File: src/rtl/bp_pht_if.sv
// Bundle of prediction and update signals between the requesters and
// bp_pht_ctrl.
//
// Handshake rules:
// - A prediction is accepted on a rising edge where pred_valid && pred_ready.
//   Its result appears one cycle later with pred_resp_valid high for one cycle.
// - An update is accepted on a rising edge where upd_valid && upd_ready.
//   Requesters may change idx/taken freely while valid is low.
interface bp_pht_if #(
  parameter int IDX_W = 4
);
  logic             pred_valid;
  logic [IDX_W-1:0] pred_idx;
  logic             pred_ready;
  logic             pred_resp_valid;
  logic             pred_taken;
  logic [1:0]       pred_state;
  logic             upd_valid;
  logic [IDX_W-1:0] upd_idx;
  logic             upd_taken;
  logic             upd_ready;
  logic             busy;

  // Requester side: fetch and branch-resolve.
  modport master (
    output pred_valid, pred_idx, upd_valid, upd_idx, upd_taken,
    input  pred_ready, pred_resp_valid, pred_taken, pred_state, upd_ready, busy
  );

  // Controller side.
  modport slave (
    input  pred_valid, pred_idx, upd_valid, upd_idx, upd_taken,
    output pred_ready, pred_resp_valid, pred_taken, pred_state, upd_ready, busy
  );
endinterface

File: src/rtl/bp_pht_ctrl.sv
// Pattern history table controller.
//
// The table holds 2**IDX_W two-bit saturating counters.
// After reset, an init sweep writes INIT_VAL to every entry. The controller
// then serves one prediction read per cycle. Resolved-branch updates go into a
// QDEPTH-entry FIFO, and one update is committed on every cycle in which the
// FIFO is non-empty.
//
// Optional macro BP_PHT_BYPASS_EN: when defined, a prediction that reads the
// entry being committed on the same edge returns the post-commit value.
// Without it, the prediction returns the pre-write value.
//
// dbg_run exposes the FSM state: 0 = INIT sweep, 1 = RUN.
module bp_pht_ctrl #(
  parameter int         IDX_W    = 4,
  parameter int         QDEPTH   = 2,
  parameter logic [1:0] INIT_VAL = 2'b01
) (
  input  logic    clk,
  input  logic    reset,
  bp_pht_if.slave bus,
  output logic    dbg_run
);
  localparam int ENTRIES = 1 << IDX_W;
  localparam int CNT_W   = 3;

  typedef enum logic {ST_INIT = 1'b0, ST_RUN = 1'b1} state_e;

  state_e           state_q, state_d;
  logic [IDX_W-1:0] init_idx_q, init_idx_d;
  logic [CNT_W-1:0] count_q, count_d;
  logic [IDX_W-1:0] q_idx_q [QDEPTH];
  logic [IDX_W-1:0] q_idx_d [QDEPTH];
  logic             q_tkn_q [QDEPTH];
  logic             q_tkn_d [QDEPTH];
  logic             resp_valid_q, resp_valid_d;
  logic [1:0]       pred_state_q, pred_state_d;
  logic [1:0]       table_q [ENTRIES];

  logic             tbl_we;
  logic [IDX_W-1:0] tbl_waddr;
  logic [1:0]       tbl_wdata;
  logic             is_run, pop, pred_acc, upd_acc, upd_ready;
  logic [1:0]       head_val, commit_val, pred_rd;
  logic [CNT_W-1:0] wpos;

  function automatic logic [1:0] sat_next(input logic [1:0] cnt, input logic taken);
    if (taken) return (cnt == 2'b11) ? 2'b11 : cnt + 2'b01;
    else       return (cnt == 2'b00) ? 2'b00 : cnt - 2'b01;
  endfunction

  assign is_run     = (state_q == ST_RUN);
  assign pop        = is_run && (count_q != '0);
  assign upd_ready  = is_run && (count_q < CNT_W'(QDEPTH));
  assign pred_acc   = bus.pred_valid && is_run;
  assign upd_acc    = bus.upd_valid && upd_ready;
  assign head_val   = table_q[q_idx_q[0]];
  assign commit_val = sat_next(head_val, q_tkn_q[0]);

  // Prediction read value, optionally forwarded from the commit on this edge.
  always_comb begin
    pred_rd = table_q[bus.pred_idx];
`ifdef BP_PHT_BYPASS_EN
    if (pop && (q_idx_q[0] == bus.pred_idx)) pred_rd = commit_val;
`endif
  end

  // Next state: init sweep, FIFO push/pop, table write port, prediction capture.
  always_comb begin
    state_d      = state_q;
    init_idx_d   = init_idx_q;
    count_d      = count_q;
    q_idx_d      = q_idx_q;
    q_tkn_d      = q_tkn_q;
    resp_valid_d = 1'b0;
    pred_state_d = pred_state_q;
    tbl_we       = 1'b0;
    tbl_waddr    = init_idx_q;
    tbl_wdata    = INIT_VAL;
    // Slot where a new entry lands, after the head shifts out on a pop.
    wpos         = count_q - CNT_W'(pop);
    if (!is_run) begin
      tbl_we     = 1'b1;
      init_idx_d = init_idx_q + IDX_W'(1);
      if (init_idx_q == IDX_W'(ENTRIES - 1)) state_d = ST_RUN;
    end else begin
      if (pop) begin
        tbl_we    = 1'b1;
        tbl_waddr = q_idx_q[0];
        tbl_wdata = commit_val;
        for (int i = 0; i < QDEPTH - 1; i++) begin
          q_idx_d[i] = q_idx_q[i+1];
          q_tkn_d[i] = q_tkn_q[i+1];
        end
      end
      if (upd_acc) begin
        for (int i = 0; i < QDEPTH; i++) begin
          if (CNT_W'(i) == wpos) begin
            q_idx_d[i] = bus.upd_idx;
            q_tkn_d[i] = bus.upd_taken;
          end
        end
      end
      count_d = count_q + CNT_W'(upd_acc) - CNT_W'(pop);
      if (pred_acc) begin
        resp_valid_d = 1'b1;
        pred_state_d = pred_rd;
      end
    end
  end

  // FSM and control registers. Reset takes priority over every request.
  always_ff @(posedge clk) begin
    if (reset) begin
      state_q      <= ST_INIT;
      init_idx_q   <= '0;
      count_q      <= '0;
      resp_valid_q <= 1'b0;
      pred_state_q <= 2'b00;
    end else begin
      state_q      <= state_d;
      init_idx_q   <= init_idx_d;
      count_q      <= count_d;
      resp_valid_q <= resp_valid_d;
      pred_state_q <= pred_state_d;
    end
    q_idx_q <= q_idx_d;
    q_tkn_q <= q_tkn_d;
  end

  // Single write port of the counter table. The write is blocked during reset.
  always_ff @(posedge clk) begin
    if (!reset && tbl_we) table_q[tbl_waddr] <= tbl_wdata;
  end

  assign bus.pred_ready      = is_run;
  assign bus.upd_ready       = upd_ready;
  assign bus.busy            = !is_run;
  assign bus.pred_resp_valid = resp_valid_q;
  assign bus.pred_state      = pred_state_q;
  assign bus.pred_taken      = pred_state_q[1];
  assign dbg_run             = is_run;
endmodule

File: src/flat_wrapper.sv
// flat-port wrapper written by rule: the top's interface ports become plain ports
module bp_pht_ctrl_flat 
#(
  parameter int         IDX_W    = 4,
  parameter int         QDEPTH   = 2,
  parameter logic [1:0] INIT_VAL = 2'b01
)
  (clk, reset, dbg_run, bus_pred_valid, bus_pred_idx, bus_upd_valid, bus_upd_idx, bus_upd_taken, bus_pred_ready, bus_pred_resp_valid, bus_pred_taken, bus_pred_state, bus_upd_ready, bus_busy);
  bp_pht_if #(.IDX_W(IDX_W)) bus_i ();
  input  logic clk;
  input  logic reset;
  output logic dbg_run;
  input wire logic [$bits(bus_i.pred_valid)-1:0] bus_pred_valid;
  input wire logic [$bits(bus_i.pred_idx)-1:0] bus_pred_idx;
  input wire logic [$bits(bus_i.upd_valid)-1:0] bus_upd_valid;
  input wire logic [$bits(bus_i.upd_idx)-1:0] bus_upd_idx;
  input wire logic [$bits(bus_i.upd_taken)-1:0] bus_upd_taken;
  output wire logic [$bits(bus_i.pred_ready)-1:0] bus_pred_ready;
  output wire logic [$bits(bus_i.pred_resp_valid)-1:0] bus_pred_resp_valid;
  output wire logic [$bits(bus_i.pred_taken)-1:0] bus_pred_taken;
  output wire logic [$bits(bus_i.pred_state)-1:0] bus_pred_state;
  output wire logic [$bits(bus_i.upd_ready)-1:0] bus_upd_ready;
  output wire logic [$bits(bus_i.busy)-1:0] bus_busy;
  assign bus_i.pred_valid = bus_pred_valid;
  assign bus_i.pred_idx = bus_pred_idx;
  assign bus_i.upd_valid = bus_upd_valid;
  assign bus_i.upd_idx = bus_upd_idx;
  assign bus_i.upd_taken = bus_upd_taken;
  assign bus_pred_ready = bus_i.pred_ready;
  assign bus_pred_resp_valid = bus_i.pred_resp_valid;
  assign bus_pred_taken = bus_i.pred_taken;
  assign bus_pred_state = bus_i.pred_state;
  assign bus_upd_ready = bus_i.upd_ready;
  assign bus_busy = bus_i.busy;
  bp_pht_ctrl #(.IDX_W(IDX_W), .QDEPTH(QDEPTH), .INIT_VAL(INIT_VAL)) u_core (.clk(clk), .reset(reset), .bus(bus_i), .dbg_run(dbg_run));
endmodule
File: config.mk
export PLATFORM = sky130hd
export DESIGN_NAME = bp_pht_ctrl_flat
export DESIGN_NICKNAME = d
export VERILOG_FILES = /design/src/rtl/bp_pht_if.sv /design/src/rtl/bp_pht_ctrl.sv /design/src/flat_wrapper.sv
export SDC_FILE = /design/constraint.sdc
export NUM_CORES = 1
export LEC_CHECK = 0
export ABC_AREA = 1
export CAP_MARGIN = 20
export CORE_UTILIZATION = 45
export CTS_BUF_LIST = sky130_fd_sc_hd__clkbuf_8
export DETAILED_ROUTE_END_ITERATION = 12
export GPL_TIMING_DRIVEN = 0
export PLACE_DENSITY = 0.74
export SLEW_MARGIN = 20
export SYNTH_ARGS = -nofsm -noshare
export SYNTH_HDL_FRONTEND = slang
export SYNTH_SLANG_ARGS = --single-unit
File: constraint.sdc
create_clock -name clk -period 2.8 [get_ports clk]
set_input_delay 0.42 -clock clk [delete_from_list [all_inputs] [get_ports clk]]
set_output_delay 0.42 -clock clk [all_outputs]
set_load 0.05 [all_outputs]
Word-level counts from Yosys, hierarchy flattened. Memories as Yosys holds them, arrays and structs flattened. A register that Yosys moved wholly into a read port is not among the register bits. Index checks and enable logic that the tools add are counted.

Register bits after elaboration: 19. RAM bits: 32. Output and inout bits: 8. Word-level logic and storage cells: 56. Memories kept: 1.

Memory list: u_core.table_q (words 16, bits a word 2, rd ports 2, clocked after Yosys merged registers in 2, write ports 1, line bp_pht_ctrl.sv:38) `logic [1:0] table_q [ENTRIES];`.

Add/subtract/negate cells: 6. $lt $le $gt $ge: 1. Equality and inequality tests: 3. Multiplexer cells: 23. Bitwise logic cells: 1. Reductions and logical operators: 13.

Operator list (count): 4-bit 2-to-1 mux (6); 2-bit 2-to-1 mux (6); 1-bit 2-to-1 mux (10); 8-bit 2-to-1 mux (1); 3-bit by 1-bit subtractor with 3-bit output (2); 1-bit logical AND (5); 4-bit by 1-bit adder with 4-bit output (second input constant) (1); 4-bit == test (second input constant) (1); 3-bit by 1-bit adder with 3-bit output (1); 1-bit by 3-bit == test with 1-bit output (first input constant) (1); 3-bit zero test (1); 3-bit by 2-bit < comparator with 1-bit output (second input constant) (1); 3-bit AND reduction (1); 3-bit nonzero test (1); 2-bit by 1-bit adder with 2-bit output (second input constant) (1); 2-bit == test (second input constant) (1); 1-bit zero test (2); 2-bit zero test (1); 2-bit AND reduction (1); 2-bit OR reduction (1); 2-bit by 1-bit subtractor with 2-bit output (second input constant) (1); 1-bit inverter (1).

Logic depth before layout (Yosys ltp). Gate-level depths: netlist of run 1.

Word-level depth: 7. Gate-level depth with buffers: 13. Depth with buffers taken out: 12.

Least setup slack after synthesis of run 1. No wires, ideal clock.

Path kind: register -> register. Start point: reg u_core.state_q (netlist: u_core.bus.pred_ready). End point: reg u_core.q_idx_q[0] in the netlist's numbering, enable pin. Setup time: 0.374 ns. Arrival: 2.231 ns. Data required time: 2.426 ns. Path slack: 0.195 ns. Cell stages (with the launch flop): 10. Buffers on the path: 1. Period minus slack after synthesis: 2.605 ns. Path through: dfxtp_1 -> nand2_1 -> inv_2 -> buf_6 -> ha_1 -> ha_1 -> or2_2 -> and2_4 -> nand3_1 -> nor3_1.

Cells in the longest elaborated chain, start to end: 4. Elaborated cells on any way between the ends: 6. Those cells by class: 1 x add/sub; 1 x eq/ne; 4 x reduce/logical.

Ends and longest elaborated chain: from (decl) (line bp_pht_ctrl.sv:29) `state_e state_q, state_d;`; from (signal assigned) (line bp_pht_ctrl.sv:121) `state_q <= state_d;`; 1-bit logical AND (line bp_pht_ctrl.sv:53) `assign pop = is_run && (count_q != '0);`; 3-bit by 1-bit subtractor with 3-bit output (line bp_pht_ctrl.sv:81) `wpos = count_q - CNT_W'(pop);`; 1-bit by 3-bit == test with 1-bit output (line bp_pht_ctrl.sv:98) `if (CNT_W'(i) == wpos) begin`; 3-bit AND reduction (no line) *; to (signal assigned) (line bp_pht_ctrl.sv:127) `q_idx_q <= q_idx_d;`; to (decl) (line bp_pht_ctrl.sv:32) `logic [IDX_W-1:0] q_idx_q [QDEPTH];`.

Every way passes the cells marked *; elsewhere a longest branch is shown, timed or not. A chain may end at the register's enable or synchronous reset.

Worst setup path after layout of run 1.
Start point: reg u_core.state_q (netlist: u_core.bus.pred_ready). End point: out bus_busy.

Cells in the longest elaborated chain, start to end: 1.

Ends and longest elaborated chain: 1-bit zero test; to (decl) (line flat_wrapper.sv:23) `output wire logic [$bits(bus_i.busy)-1:0] bus_busy;`.

Every way passes these cells.

==> results of run 1 <==
==> state kept, by name (all words and copies together), names as in the netlist, named ones only <==
register and flops:
u_core.count_q 3, u_core.table_q 32, u_core.bus.pred_state 2, u_core.init_idx_q 4, u_core.bus.pred_ready 1, u_core.q_tkn_q 2
u_core.q_idx_q 8, u_core.bus.pred_resp_valid 1
==> placed cells by master, fill, tap and decap left out, drive strengths merged, types with 2 or more instances in the layout <==
master,instances
clkbuf,16
ha,6
o21ai,29
nand2,69
nor2,41
a21oi,30
clkinv,2
nand3,38
nor3,3
edfxtp,42
a211oi,3
buf,8
clkdlybuf4s50,20
inv,53
dfxtp,15
==> kinds of logic (layout without fill, tap and decap cells) <==
logic type,after synthesis,count (layout),share of synthesized area [%]
simple gates,156,156,23.3
buf+inv,64,100,9.18
compound gates,63,63,11.5
flops,57,57,52.6
fa+ha+maj,7,7,3.20
xor+xnor,1,1,0.295
==> layout make-up <==
cell class	count	area share, %
Buffer	12	2.23
Timing Repair Buffer	20	5.75
Inverter	52	5.61
Clock buffer	12	4.75
Clock inverter	4	1.22
Tap cell	77	2.77
Multi-Input combinational cell	227	32.8
Sequential cell	57	44.9
==> synthesized netlist by cell type <==
cell and instances:
o21ai_4 1, nor3_1 3, and2_4 1, o21ai_0 25, or2_2 1, nand4_4 1
nand3b_1 1, inv_1 47, xnor2_1 1, dfxtp_1 15, nor3b_1 1, edfxtp_1 42
nand2_4 1, o21ai_1 2, buf_2 2, clkbuf_1 4, buf_6 2, nand3_1 37
fa_1 1, nand2_2 1, ha_1 6, a211oi_1 3, nand2_1 67, nor2_1 40
a21oi_1 30, buf_4 4, o21ai_2 1, nor2_4 1, o21bai_1 1, inv_2 5
nand3_2 1
==> per-layer routing <==
| layer | track usage, % | up-vias | wire length, um |
|---|---|---|---|
| li1 | - | 1210 | - |
| met1 | 24.2 | 1107 | 2650 |
| met2 | 33.3 | 95 | 3170 |
| met3 | 5.47 | 18 | 410 |
| met4 | 7.99 | 0 | 143 |
| met5 | 0 | - | 0 |
==> worst paths after layout <==
kind,start,to,slack (ps),depth (start not counted)
setup reg to reg,u_core.bus.pred_ready,u_core.q_idx_q[0],390,9
hold / removal,u_core.init_idx_q[3],u_core.bus.pred_ready,500,2
hold reg to reg,u_core.init_idx_q[3],u_core.bus.pred_ready,500,2
setup / recovery,u_core.bus.pred_ready,bus_busy,160,3
==> power breakdown <==
group	total, mW	internal (mW)	switching, mW
combinational	0.0989	0.0382	0.0607
clock	0.792	0.476	0.316
sequential	0.908	0.904	0.00406
total	1.80	1.42	0.381
==> through the flow <==
step | hold WS, ps | power (mW) | setup slack (ps)
floorplan | 457 | 0.984 | 195
global placement | 472 | 1.02 | 230
global route | 545 | 1.88 | 1.53
detailed placement | 485 | 1.02 | 192
CTS | 495 | 1.82 | 120
finish | 498 | 1.80 | 159
==> tightest hold or removal path, stage by stage, from the launching register on <==
cell,delay [ps]
dfxtp_1,310
nand3_1,80
a21oi_1,60
==> summary.md, run 1 <==
| Metric | Value |
|---|---|
| CTS Hold Bufs | `0` |
| Final slew viol count | `0` |
| Placed Area | `approximately 3300 um2` |
| Initial antenna violation count | `0` |
| Gr ovfl total | `0` |
| Top delay family on crit path | `buffers and inverters` |
| I/O pin cnt | `21` |
| Synth cell types | `31` |
| DRT Pass-1 Iters | `5` |
| Area grow syn2layout | `17.1%` |
| Placed cells | `445` |
| Core box area | `6350 um2` |
| Buf/Inv on CP | `3` |
| Endpoint class of the critical path | `primary output` |
| Final std cells w/o fill | `~460` |
| Critical Path AT | `~2200 ps` |
| Clock Pin Slew Worst Setup and Hold Paths | `about 60 ps` |
| Share of cells above drive strength 1 | `approximately a tenth` |
| ANT cells | `0` |
| First-pass GRT wire length | `10.7 mm` |
| Hold Fails Final Rpt | `0` |
| Drt initial violations | `between 200 and 250` |
| Final Core Density | `between 50% and 60%` |
| Die X | `83.2 um` |
| # clock sinks | `57` |
| CTS-repair resized insts | `0` |
| Post-CTS Setup Inserts | `0` |
| Root Driver | `clkbuf_8` |
| Cell row count | `29` |
| Peak VDD IR | `about 0.32 mV` |
| Post-DRT Antenna Nets | `0` |
| Status | `finished, final reports clean` |
| Multi-input gate area | `approximately 1100 um2` |
| Clk buf depth | `2` |
| CTS tree | `done` |
| Final cycle utilization of the critical path | `a little over nine tenths` |
| Maximum fanout along the worst path | `14` |
| Nets | `between 300 and 400` |
| Post-DP HPWL | `around 4.7 mm` |
| Largest area contributor in the netlist | `edfxtp_1` |
| Wire length per cell | `about 14 um` |
| Ys Warns | `0` |
| Die area | `roughly 7000 um2` |
| Pwr per Cell Area | `slightly above 500 nW/um2` |
| Hold WC Path Type | `reg -> reg` |
| Synth Cell Area | `2970 um2` |
| Max stage delay on crit path | `890 ps` |
| Syn Nets | `between 300 and 400` |
| Yosys top cell area share | `a little over two fifths` |
| FMAX | `~380 MHz` |
| Routed WL | `roughly 6.4 mm` |
| Syn avg cell area | `around 8.5 um2` |
| Port Buf Inserts | `20` |
| Worst-Skew Late Latency | `between 300 and 400 ps` |
| Crit Path Category | `reg -> out` |
| Starting density of the core | `between 40% and 50%` |
| Least-Margin Pin Slew | `~1100 ps` |
| Yosys reg bits | `57` |
| DRC viols | `0` |
| Sequential cell area | `between 1500 and 2000 um2` |
| Via count | `between 2000 and 2500` |
| Placer congestion estimate | `0.996` |
| CP max stage cell | `clkdlybuf4s50_1` |
| Setup TNS | `0 ps` |
| Largest net degree at the start of global routing | `17` |
| Final Skew | `between 9 and 10 ps` |
| Finish-stage setup viols | `0` |
| Crit-path cells | `inv_1 -> clkbuf_1 -> clkdlybuf4s50_1` |
| Vias/cell | `5.27` |
| Num CTS Buffers | `9` |
| Chip height | `approximately 83 um` |
| Area contributors post-synth | `edfxtp_1 42%, dfxtp_1 10%, nand2_1 8.5%, nand3_1 6.2%, inv_1 5.9%` |
| RSZ-0062 raised after global routing | `false` |
| Vias in the first global route | `between 2000 and 2500` |
| Post-synthesis sequential area ratio | `between 50 and 60%` |
| GR Util All Layers | `19.9%` |
| Crit path required time | `between 2000 and 2500 ps` |
| Total of max-cap violations | `0` |
| Fin crit period | `2640 ps` |
| H-tree depth | `3` |
| CP Launch Type | `register` |
| Leakage power | `1.48 nW` |
| Final instance area | `around 3500 um2` |
| Relative slew slack | `about 28%` |
| Filler cells | `around 580` |
| Post-Syn Instances | `approximately 350` |
Power figures use the tool's default switching activity.
==> run 2: changes to the inputs <==
ABC_AREA = not set   (was 1)
clock period = 3.3 ns   (was 2.8 ns; I/O delays follow)
==> run 2 against run 1 <==
Cell count down 29%. Die area is 6.6% lower. Worst hold slack worse by 30 ps. Clock power decreased by 17%. Area after synthesis fell by 6.8%. Register-to-register slack about the same. Via count decreased by 24%. Combinational power is 34% lower. Non-clock buffer count decreased by 1. Critical path depth increased by 7. Synthesized cell count down 37%.
==> summary.md, run 2 <==
| Metric | Value |
|---|---|
| Status | `finished, final reports clean` |
| Leakage power | `1.06 nW (-29%)` |
| Pwr per Cell Area | `459 nW/um2 (-11%)` |
| Hold Fails Final Rpt | `0 (unchanged)` |
| Peak VDD IR | `0.288 mV (-11%)` |
| Synth Flop Type | `edfxtp_1` |
| Largest net degree at the start of global routing | `17 (unchanged)` |
| Post-Syn Instances | `219 (-37%)` |
| Placer congestion estimate | `0.780 (-22%)` |
| Port Buf Inserts | `18 (-10%)` |
| CTS tree | `done` |
| Nets | `269 (-33%)` |
| Wire length per cell | `16.5 um (+20%)` |
| CP max stage cell | `dfxtp_1` |
| Relative slew slack | `53.6% (+26 points)` |
| Largest area contributor in the netlist | `edfxtp_1` |
| Synth top cells by count | `42 x edfxtp_1, 33 x nor2_1, 20 x nand2_1` |
| Die X | `80.4 um (-3.4%)` |
| Starting density of the core | `46.8% (about the same)` |
| First-pass GRT wire length | `8.87 mm (-17%)` |
| CTS-repair resized insts | `0 (unchanged)` |
| CP Launch Type | `register` |
| Max stage delay on crit path | `630 ps (-260 ps)` |
| DRC viols | `0 (unchanged)` |
| Most frequent cell after synthesis | `edfxtp_1` |
| Crit-path cells | `o31ai_4 -> inv_1 -> clkbuf_1 -> ha_1 -> ha_1 -> xnor2_1 -> nand4_1 -> clkbuf_1 -> nor2_1 -> a31oi_1` |
| Chip height | `80.4 um (-3.4%)` |
| Total chip power | `1.50 mW (-17%)` |
| Syn Nets | `239 (-35%)` |
| Fin crit period | `between 2000 and 3000 ps` |
| Syn avg cell area | `12.6 um2 (+48%)` |
| Ys Warns | `0 (unchanged)` |
| Vias/cell | `5.60 (+6.2%)` |
| CTS Hold Bufs | `0 (unchanged)` |
| Final slew viol count | `0 (unchanged)` |
| DRT Pass-1 Iters | `4 (-1)` |
| Cell row count | `28 (-3.4%)` |
| Endpoint class of the critical path | `register` |
| Routed WL | `5.44 mm (-15%)` |
| Synth cell types | `30 (-3.2%)` |
| Maximum fanout along the worst path | `11 (-3)` |
| Commonest non-fill, non-tap cell in the layout | `edfxtp_1` |
| Async set or reset register ratio after synthesis | `0% (unchanged)` |
| Core box area | `5920 um2 (-6.8%)` |
| Clock Pin Slew Worst Setup and Hold Paths | `70 ps (about the same)` |
| Post-DRT Antenna Nets | `0 (unchanged)` |
| Synth Cell Area | `2770 um2 (-6.8%)` |
| Finish-stage setup viols | `0 (unchanged)` |
| Yosys top cell area share | `45.5% (+3.1 points)` |
| Commonest non-fill, non-tap cells in the layout | `42 x edfxtp_1, 33 x nor2_1, 20 x nand2_1` |
| Post-DP HPWL | `4.11 mm (-12%)` |
| RSZ-0062 raised after global routing | `false` |
| Post-CTS Setup Inserts | `0 (unchanged)` |
| Final Skew | `11.9 ps (+2.33 ps)` |
| Root Driver | `clkbuf_8` |
| Max FFs per register | `32 (unchanged)` |
| Yosys reg bits | `57 (unchanged)` |
| Share of cells above drive strength 1 | `16.1% (+6.5 points)` |
| Total of max-cap violations | `0 (unchanged)` |
| Initial antenna violation count | `0 (unchanged)` |
| Die area | `6470 um2 (-6.6%)` |
| Reg with most FFs | `u_core.table_q` |
| Setup TNS | `0 ps (unchanged)` |
| Post-synth EDFFs | `42 (unchanged)` |
| H-tree depth | `3 (unchanged)` |
| Final cycle utilization of the critical path | `between 80% and 90%` |
| Clk buf depth | `2 (unchanged)` |
| Filler cells | `502 (-14%)` |
| ANT cells | `0 (unchanged)` |
| Num CTS Buffers | `9 (unchanged)` |
| Via count | `1842 (-24%)` |
| Hold WC Path Type | `reg -> reg` |
| FMAX | `343 MHz` |
| Area grow syn2layout | `17.7%` |
| # clock sinks | `57 (unchanged)` |
| Biggest regs | `u_core.table_q (32), u_core.q_idx_q (8), u_core.init_idx_q (4)` |
| I/O pin cnt | `21 (unchanged)` |
| Drt initial violations | `127 (-39%)` |
| Critical Path AT | `2970 ps (+750 ps)` |
| Area contributors post-synth | `edfxtp_1 46%, mux4_2 15%, dfxtp_1 11%, nor2_1 4.5%, a31oi_1 2.9%` |
| Post-synthesis sequential area ratio | `56.4% (+3.8 points)` |
| Vias in the first global route | `1838 (-21%)` |
| GR Util All Layers | `19.1% (-0.82 points)` |
| Worst Hold Margin | `468 ps (-30.3 ps)` |
| Gr ovfl total | `0 (unchanged)` |
| Worst-Skew Late Latency | `340 ps (about the same)` |
| Least-Margin Pin Slew | `696 ps (-383 ps)` |
| Crit path required time | `3360 ps (+980 ps)` |
| Crit Path Category | `reg -> reg` |
run 2: cell types whose count changed after synthesis, moves of 5 or more:
cell     before  now
mux4_2        0   18
a21oi_1      30    6
inv_1        47    9
o21ai_0      25    5
nand2_1      67   20
nand3_1      37    8
inv_2         5    0
nor3b_1       1    6
a31oi_1       0   13
nor2_1       40   33
run 2: per-layer routing:
metal	GRT usage [%]	wire, um
met5	0	0
met4	7.68	89
met3	5.80	308
met2	30.1	2630
met1	24.4	2410
run 2: cell families after synthesis:
logic type	count (synthesis)	synth area share (%)
AND/OR/NAND/NOR	80	13.1
AO/OA/AOI/OAI	28	6.46
flip-flops	57	56.4
XOR/XNOR	5	1.58
multiplexers	21	15.7
buffers and inverters	21	3.30
adder cells (fa/ha/maj)	7	3.43
run 2: critical path, delay by kind of cell, from the launching register on:
family,cells,cell delay (ps)
fa+ha+maj,2,420
buf+inv,3,820
xor+xnor,1,140
compound gates,2,260
simple gates,2,370
flops,1,630
run 2: report_power, final:
group / internal, mW / total, mW / leakage, nW / switching [mW]
combinational: 0.0326 / 0.0648 / 0.473 / 0.0322
clock: 0.370 / 0.660 / 0.103 / 0.289
sequential: 0.767 / 0.772 / 0.483 / 0.00532
run 2: final timing paths:
check	from	to	slack, ps	cells after the start
max reg2reg	u_core.bus.pred_ready	u_core.q_tkn_q[1]	390	10
min reg2reg	u_core.bus.pred_state[0]	u_core.bus.pred_state[0]	470	2
min	u_core.bus.pred_state[0]	u_core.bus.pred_state[0]	470	2
max	u_core.bus.pred_ready	u_core.q_tkn_q[1]	390	10
run 2: cell type report:
| class | count | area [um2] | share of cell area (%) |
|---|---|---|---|
| plain buffers | 12 | 57.6 | 1.77 |
| clock inverters | 6 | 66.3 | 2.04 |
| clock buffers | 10 | 138 | 4.22 |
| flip-flops and latches | 57 | 1560 | 47.9 |
| multi-input cells | 141 | 1120 | 34.4 |
| well taps | 75 | 93.8 | 2.88 |
| inverters | 9 | 33.8 | 1.04 |
| repair buffers | 19 | 188 | 5.76 |
run 2: per-stage QoR:
step | cell area (um2) | utilization (%) | cells | worst slack [ps]
after detailed placement | 3050 | 51.5 | 313 | 413
after global routing | 3260 | 55.0 | 329 | 113
after floorplan | 2770 | - | 219 | 543
final | 3260 | 55.0 | 329 | 388
after CTS | 3250 | 55.0 | 329 | 370
after global placement | 3040 | 51.4 | 312 | 160
==> run 3: changes to the inputs <==
clock period = 2.7 ns   (was 3.3 ns; I/O delays follow)
==> run 3 against run 2 <==
Critical path depth is 1 lower. Sequential power is 22% higher. Clock power is 48% higher. First-iteration DRC count is 5.5% lower. Setup slack worse by 200 ps. Combinational power is 25% higher. Wire length is 6.0% higher. Cell count is 1.2% higher. Die area stayed put. Worst hold slack worse by 15 ps. Register-to-register slack worse by 200 ps. Via count is 3.4% higher. Critical endpoint unchanged. Largest cell class unchanged. Largest power group is now clock.
==> summary.md, run 3 (synthesis gave the netlist of run 2 again) <==
| Metric | Value |
|---|---|
| Status | `finished, final reports clean` |
| FMAX | `398 MHz (+16%)` |
| Placed Area | `3050 um2 (about the same)` |
| GRT busiest layer | `met2` |
| Post-DP HPWL | `4.11 mm (-0.21%)` |
| DRT Pass-1 Iters | `4 (unchanged)` |
| Pwr per Cell Area | `600 nW/um2 (+31%)` |
| Sw Share | `19.5% (-2.3 points)` |
| Met2 global-route usage | `32.4% (+2.3 points)` |
| Share of cells above drive strength 1 | `18.6% (+2.5 points)` |
| CP Launch Type | `register` |
| Area grow syn2layout | `20.6%` |
| Largest net degree at the start of global routing | `17 (unchanged)` |
| Reg with most FFs | `u_core.table_q` |
| Net Switching | `0.391 mW (+20%)` |
| Buf/Inv on CP | `2 (-1)` |
| Die X | `80.4 um (unchanged)` |
| Final slew viol count | `0 (unchanged)` |
| Clock network power share | `48.8% (+4.7 points)` |
| Filler cells | `473 (-5.8%)` |
| Clock Pin Slew Worst Setup and Hold Paths | `70 ps (about the same)` |
| Placed cells | `313 (unchanged)` |
| Finish-stage setup viols | `0 (unchanged)` |
| CTS tree | `done` |
| I/O pin cnt | `21 (unchanged)` |
| Critical Path AT | `2580 ps (-390 ps)` |
| Max stage delay on crit path | `380 ps (-250 ps)` |
| Endpoint class of the critical path | `register` |
| Root Driver | `clkbuf_8` |
| Nets | `273 (+1.5%)` |
| Crit Path Category | `reg -> reg` |
| Placer congestion estimate | `0.823 (+5.5%)` |
| DRC viols | `0 (unchanged)` |
| Met1 usage in global routing | `25.1% (+0.73 points)` |
| Final std cells w/o fill | `333 (+1.2%)` |
| Least-Margin Pin Slew | `690 ps (-5.69 ps)` |
| Max FFs per register | `32 (unchanged)` |
| Wire length per cell | `17.3 um (+4.7%)` |
| Starting density of the core | `46.8% (unchanged)` |
| Crit-path cells | `o31ai_4 -> clkinvlp_4 -> ha_1 -> ha_1 -> xnor2_1 -> nand4_1 -> clkbuf_1 -> nor2_1 -> a31oi_1` |
| Global-route track usage on met3 | `5.68% (-0.11 points)` |
| Routed WL | `5.77 mm (+6.0%)` |
| Top delay family on crit path | `buffers and inverters` |
| Clk buf depth | `2 (unchanged)` |
| Post-DRT Antenna Nets | `0 (unchanged)` |
| Total chip power | `2.00 mW (+34%)` |
| Total of max-cap violations | `0 (unchanged)` |
| Drt initial violations | `120 (-5.5%)` |
| Biggest regs | `u_core.table_q (32), u_core.q_idx_q (8), u_core.init_idx_q (4)` |
| Chip height | `80.4 um (unchanged)` |
| Worst-Skew Late Latency | `340 ps (about the same)` |
| Gate power share | `4.1% (-0.2 points)` |
| Die area | `6470 um2 (unchanged)` |
| Commonest non-fill, non-tap cell in the layout | `edfxtp_1` |
| Hold WC Path Type | `reg -> reg` |
| Vias in the first global route | `1929 (+5.0%)` |
| First-pass GRT wire length | `9.34 mm (+5.4%)` |
| # clock sinks | `57 (unchanged)` |
| GR Util All Layers | `20.1% (+1.0 points)` |
| Vias/cell | `5.72 (+2.2%)` |
| ANT cells | `0 (unchanged)` |
| Maximum fanout along the worst path | `10 (-1)` |
| H-tree depth | `3 (unchanged)` |
| Hold Fails Final Rpt | `0 (unchanged)` |
| Final Core Density | `56.4% (+1.4 points)` |
| Top cell by count, worst path | `ha_1` |
| Crit path required time | `2770 ps (-590 ps)` |
| Num CTS Buffers | `9 (unchanged)` |
| Port Buf Inserts | `18 (unchanged)` |
| Core box area | `5920 um2 (unchanged)` |
| Final instance area | `3340 um2 (+2.5%)` |
| Sequential share of power | `47.1% (-4.5 points)` |
| Final Skew | `5.91 ps (-6.03 ps)` |
| Relative slew slack | `54.0% (+0.38 points)` |
| Leakage power | `1.10 nW (+3.8%)` |
| Commonest non-fill, non-tap cells in the layout | `42 x edfxtp_1, 33 x nor2_1, 20 x nand2_1` |
| Final cycle utilization of the critical path | `93.1% (+4.9 points)` |
| Peak VDD IR | `0.387 mV (+34%)` |
| Via count | `1905 (+3.4%)` |
| Initial antenna violation count | `0 (unchanged)` |
| Pint | `1.61 mW (+38%)` |
| Fin crit period | `2510 ps (-398 ps)` |
| Cell row count | `28 (unchanged)` |
| Gr ovfl total | `0 (unchanged)` |
| CP max stage cell | `o31ai_4` |
==> run 3: path summary, 6_finish.rpt <==
| kind | to | cells past startpoint | slack, ps | start |
|---|---|---|---|---|
| setup reg to reg | u_core.q_tkn_q[1] | 9 | 190 | u_core.count_q[2] |
| setup / recovery | u_core.q_tkn_q[1] | 9 | 190 | u_core.count_q[2] |
| hold / removal | u_core.bus.pred_state[0] | 2 | 450 | u_core.bus.pred_state[0] |
| hold reg to reg | u_core.bus.pred_state[0] | 2 | 450 | u_core.bus.pred_state[0] |
==> run 3: metal layers <==
layer	vias up	wire length, um
met5	-	0
met4	0	101
met3	9	378
met2	71	2850
met1	935	2440
li1	890	-
==> run 3: final cells by class <==
type	instances	area (um2)	area share, %
Sequential cell	57	1560	46.8
Multi-Input combinational cell	141	1120	33.5
Timing Repair Buffer	24	225	6.75
Clock buffer	10	138	4.12
Clock inverter	6	106	3.19
Tap cell	75	93.8	2.81
Buffer	11	55.1	1.65
Inverter	9	37.5	1.12
==> run 3: through the flow <==
step	TNS, ps	hold WS (ps)	worst slack, ps
floorplan	0	474	243
global placement	-6900	446	-431
detailed placement	-83.0	446	-57.1
CTS	0	455	45.8
global route	-5.03	489	-5.03
finish	0	453	186
==> run 3: power groups by stage <==
stage / Sequential [mW] / Combinational, mW / Clock, mW
after global placement: 0.962 / 0.0794 / 0
after CTS: 0.943 / 0.0816 / 0.981
final: 0.943 / 0.0812 / 0.977
after global routing: 0.944 / 0.0897 / 1.02
after detailed placement: 0.962 / 0.0812 / 0
after floorplan: 0.960 / 0.0492 / 0
==> run 3: worst reg2reg max path: stages (launching register included) <==
cell        delay (ps)
dfxtp_1            370
o31ai_4            380
clkinvlp_4         230
ha_1               230
ha_1               190
xnor2_1            190
nand4_1            220
clkbuf_1           260
nor2_1             140
a31oi_1             50
==> run 3: what timing repair did <==
action / 4_1_cts / 5_1_grt
cloned: 0 / 0
hold buffers: 0 / 0
pin swaps: 0 / 1
gates resized for setup: 1 / 1
setup endpoints to repair: 4 / 6
setup buffers: 0 / 5
